File: src/rtl/ecliptic_int2fp_pipe_if.sv
// Handshake bundle for the integer to binary32 converter.
// Master drives operations in and accepts results; slave is the converter.
interface ecliptic_int2fp_pipe_if #(
  parameter int XLEN  = 32,
  parameter int TAG_W = 4
);
  logic             in_valid;
  logic             in_ready;
  logic [XLEN-1:0]  in_src;
  logic [2:0]       in_rm;
  logic             in_unsigned;
  logic [TAG_W-1:0] in_tag;
  logic             out_valid;
  logic             out_ready;
  logic [31:0]      out_res;
  logic             out_inexact;
  logic             out_rm_err;
  logic [TAG_W-1:0] out_tag;

  modport master (
    output in_valid, in_src, in_rm,
    output in_unsigned, in_tag, out_ready,
    input  in_ready, out_valid, out_res,
    input  out_inexact, out_rm_err, out_tag
  );

  modport slave (
    input  in_valid, in_src, in_rm,
    input  in_unsigned, in_tag, out_ready,
    output in_ready, out_valid, out_res,
    output out_inexact, out_rm_err, out_tag
  );
endinterface

File: src/rtl/ecliptic_int2fp_pipe.sv
// Two-stage integer (32/64-bit, signed/unsigned) to IEEE-754 binary32
// converter with valid/ready flow control and all five rounding modes.
module ecliptic_int2fp_pipe #(
  parameter int XLEN  = 32,
  parameter int TAG_W = 4
) (
  input logic clk,
  input logic rst,
  ecliptic_int2fp_pipe_if.slave bus
);
  localparam int LW = $clog2(XLEN);
  localparam logic [LW-1:0] TOP = LW'(XLEN-1);

  logic             s1_valid;
  logic             s1_sign;
  logic [XLEN-1:0]  s1_mag;
  logic [LW-1:0]    s1_lead;
  logic [2:0]       s1_rm;
  logic             s1_err;
  logic [TAG_W-1:0] s1_tag;

  logic             s2_valid;
  logic [31:0]      s2_res;
  logic             s2_inexact;
  logic             s2_err;
  logic [TAG_W-1:0] s2_tag;

  logic s2_load;
  logic in_fire;

  always_comb begin
    s2_load      = s1_valid && (!s2_valid || bus.out_ready);
    bus.in_ready = !rst && (!s1_valid || s2_load);
    in_fire      = bus.in_valid && bus.in_ready;
  end

  logic            sign_c;
  logic [XLEN:0]   ext_c;
  logic [XLEN-1:0] abs_c;
  logic [LW-1:0]   lead_c;
  logic            err_c;
  logic [2:0]      rm_c;

  // Negate in XLEN+1 bits so the most negative source is exact.
  always_comb begin
    sign_c = !bus.in_unsigned && bus.in_src[XLEN-1];
    ext_c  = {sign_c, bus.in_src};
    abs_c  = sign_c ? XLEN'(-ext_c) : bus.in_src;
    lead_c = '0;
    for (int i = 0; i < XLEN; i++)
      if (abs_c[i]) lead_c = LW'(i);
    err_c = bus.in_rm > 3'd4;
    rm_c  = err_c ? 3'd0 : bus.in_rm;
  end

  always_ff @(posedge clk) begin
    if (rst) begin
      s1_valid <= 1'b0;
      s1_sign  <= 1'b0;
      s1_mag   <= '0;
      s1_lead  <= '0;
      s1_rm    <= '0;
      s1_err   <= 1'b0;
      s1_tag   <= '0;
    end else if (in_fire) begin
      s1_valid <= 1'b1;
      s1_sign  <= sign_c;
      s1_mag   <= abs_c;
      s1_lead  <= lead_c;
      s1_rm    <= rm_c;
      s1_err   <= err_c;
      s1_tag   <= bus.in_tag;
    end else if (s2_load) begin
      s1_valid <= 1'b0;
    end
  end

  logic [XLEN-1:0] norm_c;
  logic [22:0]     frac_c;
  logic            g_c;
  logic            s_c;
  logic            inc_c;
  logic [31:0]     base_c;
  logic [31:0]     res_c;

  // Hidden bit lands at XLEN-1; it is clear only for a zero source.
  // A rounding carry ripples from fraction into exponent by itself.
  always_comb begin
    norm_c = s1_mag << (TOP - s1_lead);
    frac_c = norm_c[XLEN-2 -: 23];
    g_c    = norm_c[XLEN-25];
    s_c    = |norm_c[XLEN-26:0];
    case (s1_rm)
      3'd0:    inc_c = g_c && (s_c || frac_c[0]);
      3'd1:    inc_c = 1'b0;
      3'd2:    inc_c = s1_sign && (g_c || s_c);
      3'd3:    inc_c = !s1_sign && (g_c || s_c);
      default: inc_c = g_c;
    endcase
    base_c = {s1_sign, 8'd127 + 8'(s1_lead), frac_c};
    res_c  = norm_c[XLEN-1] ? base_c + 32'(inc_c) : '0;
  end

  always_ff @(posedge clk) begin
    if (rst) begin
      s2_valid   <= 1'b0;
      s2_res     <= '0;
      s2_inexact <= 1'b0;
      s2_err     <= 1'b0;
      s2_tag     <= '0;
    end else if (s2_load) begin
      s2_valid   <= 1'b1;
      s2_res     <= res_c;
      s2_inexact <= g_c || s_c;
      s2_err     <= s1_err;
      s2_tag     <= s1_tag;
    end else if (bus.out_ready) begin
      s2_valid   <= 1'b0;
    end
  end

  assign bus.out_valid   = s2_valid;
  assign bus.out_res     = s2_res;
  assign bus.out_inexact = s2_inexact;
  assign bus.out_rm_err  = s2_err;
  assign bus.out_tag     = s2_tag;
endmodule
File: src/flat_wrapper.sv
// flat-port wrapper written by rule: the top's interface ports become plain ports
module ecliptic_int2fp_pipe_flat 
#(
  parameter int XLEN  = 32,
  parameter int TAG_W = 4
)
  (clk, rst, bus_in_valid, bus_in_src, bus_in_rm, bus_in_unsigned, bus_in_tag, bus_out_ready, bus_in_ready, bus_out_valid, bus_out_res, bus_out_inexact, bus_out_rm_err, bus_out_tag);
  ecliptic_int2fp_pipe_if #(.XLEN(XLEN), .TAG_W(TAG_W)) bus_i ();
  input logic clk;
  input logic rst;
  input wire logic [$bits(bus_i.in_valid)-1:0] bus_in_valid;
  input wire logic [$bits(bus_i.in_src)-1:0] bus_in_src;
  input wire logic [$bits(bus_i.in_rm)-1:0] bus_in_rm;
  input wire logic [$bits(bus_i.in_unsigned)-1:0] bus_in_unsigned;
  input wire logic [$bits(bus_i.in_tag)-1:0] bus_in_tag;
  input wire logic [$bits(bus_i.out_ready)-1:0] bus_out_ready;
  output wire logic [$bits(bus_i.in_ready)-1:0] bus_in_ready;
  output wire logic [$bits(bus_i.out_valid)-1:0] bus_out_valid;
  output wire logic [$bits(bus_i.out_res)-1:0] bus_out_res;
  output wire logic [$bits(bus_i.out_inexact)-1:0] bus_out_inexact;
  output wire logic [$bits(bus_i.out_rm_err)-1:0] bus_out_rm_err;
  output wire logic [$bits(bus_i.out_tag)-1:0] bus_out_tag;
  assign bus_i.in_valid = bus_in_valid;
  assign bus_i.in_src = bus_in_src;
  assign bus_i.in_rm = bus_in_rm;
  assign bus_i.in_unsigned = bus_in_unsigned;
  assign bus_i.in_tag = bus_in_tag;
  assign bus_i.out_ready = bus_out_ready;
  assign bus_in_ready = bus_i.in_ready;
  assign bus_out_valid = bus_i.out_valid;
  assign bus_out_res = bus_i.out_res;
  assign bus_out_inexact = bus_i.out_inexact;
  assign bus_out_rm_err = bus_i.out_rm_err;
  assign bus_out_tag = bus_i.out_tag;
  ecliptic_int2fp_pipe #(.XLEN(XLEN), .TAG_W(TAG_W)) u_core (.clk(clk), .rst(rst), .bus(bus_i));
endmodule
File: config.mk
export PLATFORM = sky130hd
export DESIGN_NAME = ecliptic_int2fp_pipe_flat
export DESIGN_NICKNAME = d
export VERILOG_FILES = /design/src/rtl/ecliptic_int2fp_pipe_if.sv /design/src/rtl/ecliptic_int2fp_pipe.sv /design/src/flat_wrapper.sv
export SDC_FILE = /design/constraint.sdc
export NUM_CORES = 1
export LEC_CHECK = 0
export CAP_MARGIN = 10
export CORE_MARGIN = 5
export CORE_UTILIZATION = 45
export CTS_CLUSTER_DIAMETER = 80
export DETAILED_ROUTE_END_ITERATION = 6
export MAX_ROUTING_LAYER = met4
export PLACE_DENSITY_LB_ADDON = 0.25
export SETUP_SLACK_MARGIN = 0.05
export SLEW_MARGIN = 20
export SYNTH_ARGS = -nofsm -noshare
export SYNTH_HDL_FRONTEND = slang
export SYNTH_SLANG_ARGS = --single-unit
File: constraint.sdc
create_clock -name clk -period 4.13 [get_ports clk]
set_clock_uncertainty 0.2 [all_clocks]
set_input_delay 0.826 -clock clk [delete_from_list [all_inputs] [get_ports clk]]
set_output_delay 0.826 -clock clk [all_outputs]
set_load 0.05 [all_outputs]
==> results.md, run 1 <==
- STA classifies the critical path endpoint as a flop.
- For the worst-skew pair, the clock arrives at the later sink with an insertion delay of 0.36 ns.
- Synthesis handed over a netlist of 885 instances.
- The average cell area after synthesis is 8.17 um^2.
- The number of cells on the worst reg-to-reg path is 16.
- The die boundary width is 137 um.
- The post-synthesis sequential area ratio is 23.8%.
- Traced cell by cell, the critical path runs through mux4_2 > o41ai_2 > buf_4 > nand4b_1 > a21oi_2 > nor3_2 > o21ai_1 > a21boi_1 > ha_2 > ha_2 > nor3b_4 > nand4_1 > nor4_2 > o2111a_1 > or3_1 > a32o_1.
- The I/O pin count is 84.
- In the layout the commonest cells are 114 x sky130_fd_sc_hd__nand2_1, 83 x sky130_fd_sc_hd__dfxtp_1, 82 x sky130_fd_sc_hd__clkdlybuf4s50_1.
- Once the floorplan was initialized, standard cells occupied 45.7% of the core.
- The initialized floorplan defines 46 standard-cell rows.
- For this run, the slowest stage of the critical path takes 0.53 ns.
- The time the worst path needs with I/O delays and setup is 3.86 ns.
- The half-perimeter wire length after placement is 17300 um.
- The congestion estimate from routability-driven global placement came to 1.00.
- Data arrives at the worst endpoint at 3.90 ns.
- The required time of the critical path is 4.18 ns.
- In this run the worst hold path is classified as reg -> reg.
- The area of placed instances is 8570 um^2.
- The worst pin sits at a relative slew slack of 54.6%.
- Counting flops with an async set or reset pin after synthesis yields a share of 0%.
- At the end of the flow, the number of nets in the layout was 1043.
- Setup violations remaining at the end of the flow were counted as 0.
- Cells fill 56.7% of the core in the end.
- During synthesis, Yosys emitted a total of 0 warnings.
- Setup repair after global routing could not meet its margin everywhere.
- The critical path startpoint category is a flop.
- The class of the most critical setup path is reg -> reg.
- The synthesized netlist net count is 934.
- The reg-to-reg critical path startpoint is u_core.s1_lead[0].
- The remaining global-route overflow is 0.
- For this block, the routed nets add up to 22200 um of wire.
- The number of max-cap violations is 0.
- Together, buffers and inverters on the worst path number 1.
- Final hold analysis gives a worst-case slack of 0.242 ns.
- After synthesis the cells add up to 7230 um^2.
- The capture point of the worst reg-to-reg path is u_core.bus.out_res[26].
- The max-slew violation count is 0.
- The pin count of the biggest net entering global routing is 44.
- The largest driver fanout on the critical path is 6.
- The number of H-tree levels is 3.
- The total inserted antenna cells is 0.
- The die footprint is 18700 um^2.
- The flow ran to the end, and the final reports show no timing, DRC or antenna violations.
- TritonCTS built the clock tree.
- In this run the clock root is driven by a sky130_fd_sc_hd__clkbuf_16.
- Synthesis inferred 86 register bits.
- Clock-pin slew was measured on the worst setup and hold paths at 0.07 ns.
- The beginning of the critical path is u_core.s1_lead[0].
- The number of hold-slack violations in the final timing report was 0.
- The worst setup path endpoint is u_core.bus.out_res[26].
- The flip-flop cell with the highest count after synthesis is sky130_fd_sc_hd__dfxtp_1.
- The core region is 15800 um^2.
- Counting along the longest clock path gives a buffer depth of 2.
- In the global route stage, overall resource usage came out at 24.0%.
- The number of cells in the finished layout apart from fillers is 1215.
- The setup check on the worst reg-to-reg path leaves a slack of 0.27 ns.
- The total stage count of the critical path is 16.
- The synthesis-to-finish area growth is 24.2%.
- In this run the tool buffered the top-level ports with 83 buffer cells.
- The fmax is 0.259 GHz.
- The worst path uses 93.3% of the clock period.
- The actual slew at the worst max-slew pin is 0.681 ns.
- The number of hold buffers added after CTS is 0.
- The family with the most delay on the worst path is compound AO/OA/AOI/OAI gates.
- The initial antenna violation count is 0.
- After detailed routing, the number of remaining DRC violations is 0.
- After routing, the total negative slack on setup checks comes to 0 ns.
- The detailed-router iteration count before antenna repair is 6.
- The proportion of layout cells with a drive suffix above 1 is 17.0%.
- The worst-case vdd ir drop is 251 uV.
- The routed layout has 7184 vias.
- The number of buffers created by CTS is 9.
- Yosys mapped a number of flops with a built-in enable equal to 0.
- The detailed router finished its first iteration with 494 violations.
- Once detail routing completed, the nets flagged for antenna violations numbered 0.
- The height of the die is 137 um.
- Dividing the detail-routed via count by the number of cells gives 5.91.
- The via count of the first global-routing pass is 6574.
- The critical-path cell with the highest stage delay is sky130_fd_sc_hd__mux4_2.
- The sink count of the clock tree is 86.
- The cell type with the highest occurrence count on the critical path is sky130_fd_sc_hd__ha_2.
- Power spread over the standard cell area amounts to 318 nW/um^2.
- For this design the static power due to leakage is 3.31 nW.
- After synthesis, the netlist uses 89 different library cells.
- The library cell used most frequently in the layout, excluding fill and tap cells, is sky130_fd_sc_hd__nand2_1.
- In this run, placement finished with an instance count of 1196.
- The finished layout cell area is 8970 um^2.
- The wire length of the first global-routing pass is 34500 um.
- The mean routed wirelength per cell is 18.3 um.
[metal layers]
| metal | vias up | share of wire (%) | global-route usage (%) |
|---|---|---|---|
| met5 | - | 0 | - |
| met2 | 270 | 47 | 38.1 |
| met1 | 3339 | 43 | 31.4 |
| met4 | 0 | 2.5 | 9.07 |
| li1 | 3532 | - | - |
| met3 | 43 | 6.6 | 2.83 |
[report_power, final]
| part | leakage [nW] | internal, W | switching [W] |
|---|---|---|---|
| Combinational | 2.46 | 0.000453 | 0.000594 |
| Sequential | 0.705 | 0.000880 | 0.0000704 |
| Clock | 0.151 | 0.000482 | 0.000378 |
[area by class of cell]
class                   count  area, um^2
flip-flops and latches     86        1730
clock inverters             7        91.3
clock buffers               9         225
multi-input cells         713        5120
inverters                  22        82.6
fillers                  1535        6850
well taps                 216         270
repair buffers            162        1450
[worst reg2reg max path, stage by stage (launching register included)]
cell	delay, ns
sky130_fd_sc_hd__dfxtp_4	0.41
sky130_fd_sc_hd__mux4_2	0.54
sky130_fd_sc_hd__o41ai_2	0.34
sky130_fd_sc_hd__buf_4	0.16
sky130_fd_sc_hd__nand4b_1	0.18
sky130_fd_sc_hd__a21oi_2	0.20
sky130_fd_sc_hd__nor3_2	0.05
sky130_fd_sc_hd__o21ai_1	0.13
sky130_fd_sc_hd__a21boi_1	0.09
sky130_fd_sc_hd__ha_2	0.19
sky130_fd_sc_hd__ha_2	0.17
sky130_fd_sc_hd__nor3b_4	0.15
sky130_fd_sc_hd__nand4_1	0.16
sky130_fd_sc_hd__nor4_2	0.07
sky130_fd_sc_hd__o2111a_1	0.18
sky130_fd_sc_hd__or3_1	0.30
sky130_fd_sc_hd__a32o_1	0.25
[sequential cells by signal, summed over array words and instances, names as in the netlist]
register	cells
u_core.bus.out_valid	1
u_core.bus.out_rm_err	1
u_core.bus.out_inexact	1
u_core.bus.out_res	32
u_core.s1_mag	32
u_core.s1_valid	1
u_core.s1_err	1
u_core.s1_rm	3
u_core.s1_tag	4
u_core.s1_lead	5
u_core.bus.out_tag	4
u_core.s1_sign	1
[how the worst min path moves through the flow]
stage / start / endpoint / slack (ns) / cells past startpoint
final: u_core.bus.out_res[17] / u_core.bus.out_res[17] / 0.24 / 2
after global routing: u_core.bus.out_res[17] / u_core.bus.out_res[17] / 0.26 / 2
after CTS: u_core.bus.out_res[17] / u_core.bus.out_res[17] / 0.25 / 2
after detailed placement: u_core.bus.out_res[17] / u_core.bus.out_res[17] / 0.24 / 2
after global placement: u_core.bus.out_res[16] / u_core.bus.out_res[16] / 0.23 / 2
after floorplan: u_core.s1_err / u_core.bus.out_rm_err / 0.23 / 2
[synth_stat cells, drive strengths merged, types with 12 or more instances]
| master | number | area, um^2 |
|---|---|---|
| nand2 | 115 | 432 |
| dfxtp | 86 | 1720 |
| o21ai | 70 | 354 |
| nand3 | 62 | 315 |
| nor2 | 62 | 235 |
| a21oi | 42 | 214 |
| clkbuf | 38 | 143 |
| xnor2 | 32 | 280 |
| mux2i | 31 | 310 |
| mux4 | 30 | 739 |
| buf | 26 | 205 |
| xor2 | 25 | 219 |
| inv | 21 | 78.8 |
| a22oi | 18 | 135 |
| mux2 | 18 | 206 |
| a31oi | 13 | 96.3 |
| nor3 | 13 | 65.1 |
| nor2b | 12 | 75.1 |
[logic make-up after synthesis]
family / synth area share (%)
simple gates: 22.9
compound gates: 22.2
buf+inv: 5.96
flops: 23.8
mux: 17.4
xor+xnor: 6.91
fa+ha+maj: 0.866
[repair_timing]
item	CTS	global route
endpoints found under the setup margin	1	18
resized for setup	1	24
gates cloned	0	0
buffers inserted	0	4
pin swaps	0	10
[metrics by stage]
| step | total power [W] | setup slack (ns) |
|---|---|---|
| 2_1_floorplan | 0.00165 | 0.133 |
| 3_3_place_gp | 0.00197 | -0.0818 |
| 3_5_place_dp | 0.00197 | -0.0999 |
| 4_1_cts | 0.00283 | 0.0600 |
| 5_1_grt | 0.00298 | 0.0235 |
| 6_report | 0.00286 | 0.275 |
No activity file was read; power rests on OpenSTA's default activity.
==> run 2, diff against run 1 <==
--- a/config.mk
+++ b/config.mk
@@ -10,6 +10,7 @@
 export CORE_UTILIZATION = 45
 export CTS_CLUSTER_DIAMETER = 80
 export DETAILED_ROUTE_END_ITERATION = 6
+export HOLD_SLACK_MARGIN = 0.15
 export MAX_ROUTING_LAYER = met4
 export PLACE_DENSITY_LB_ADDON = 0.25
 export SETUP_SLACK_MARGIN = 0.05
@@ -17,3 +18,4 @@
 export SYNTH_ARGS = -nofsm -noshare
 export SYNTH_HDL_FRONTEND = slang
 export SYNTH_SLANG_ARGS = --single-unit
+export TNS_END_PERCENT = 30
==> results of run 2 <==
No change in the layout: final DEF, timing and power equal those of run 1.
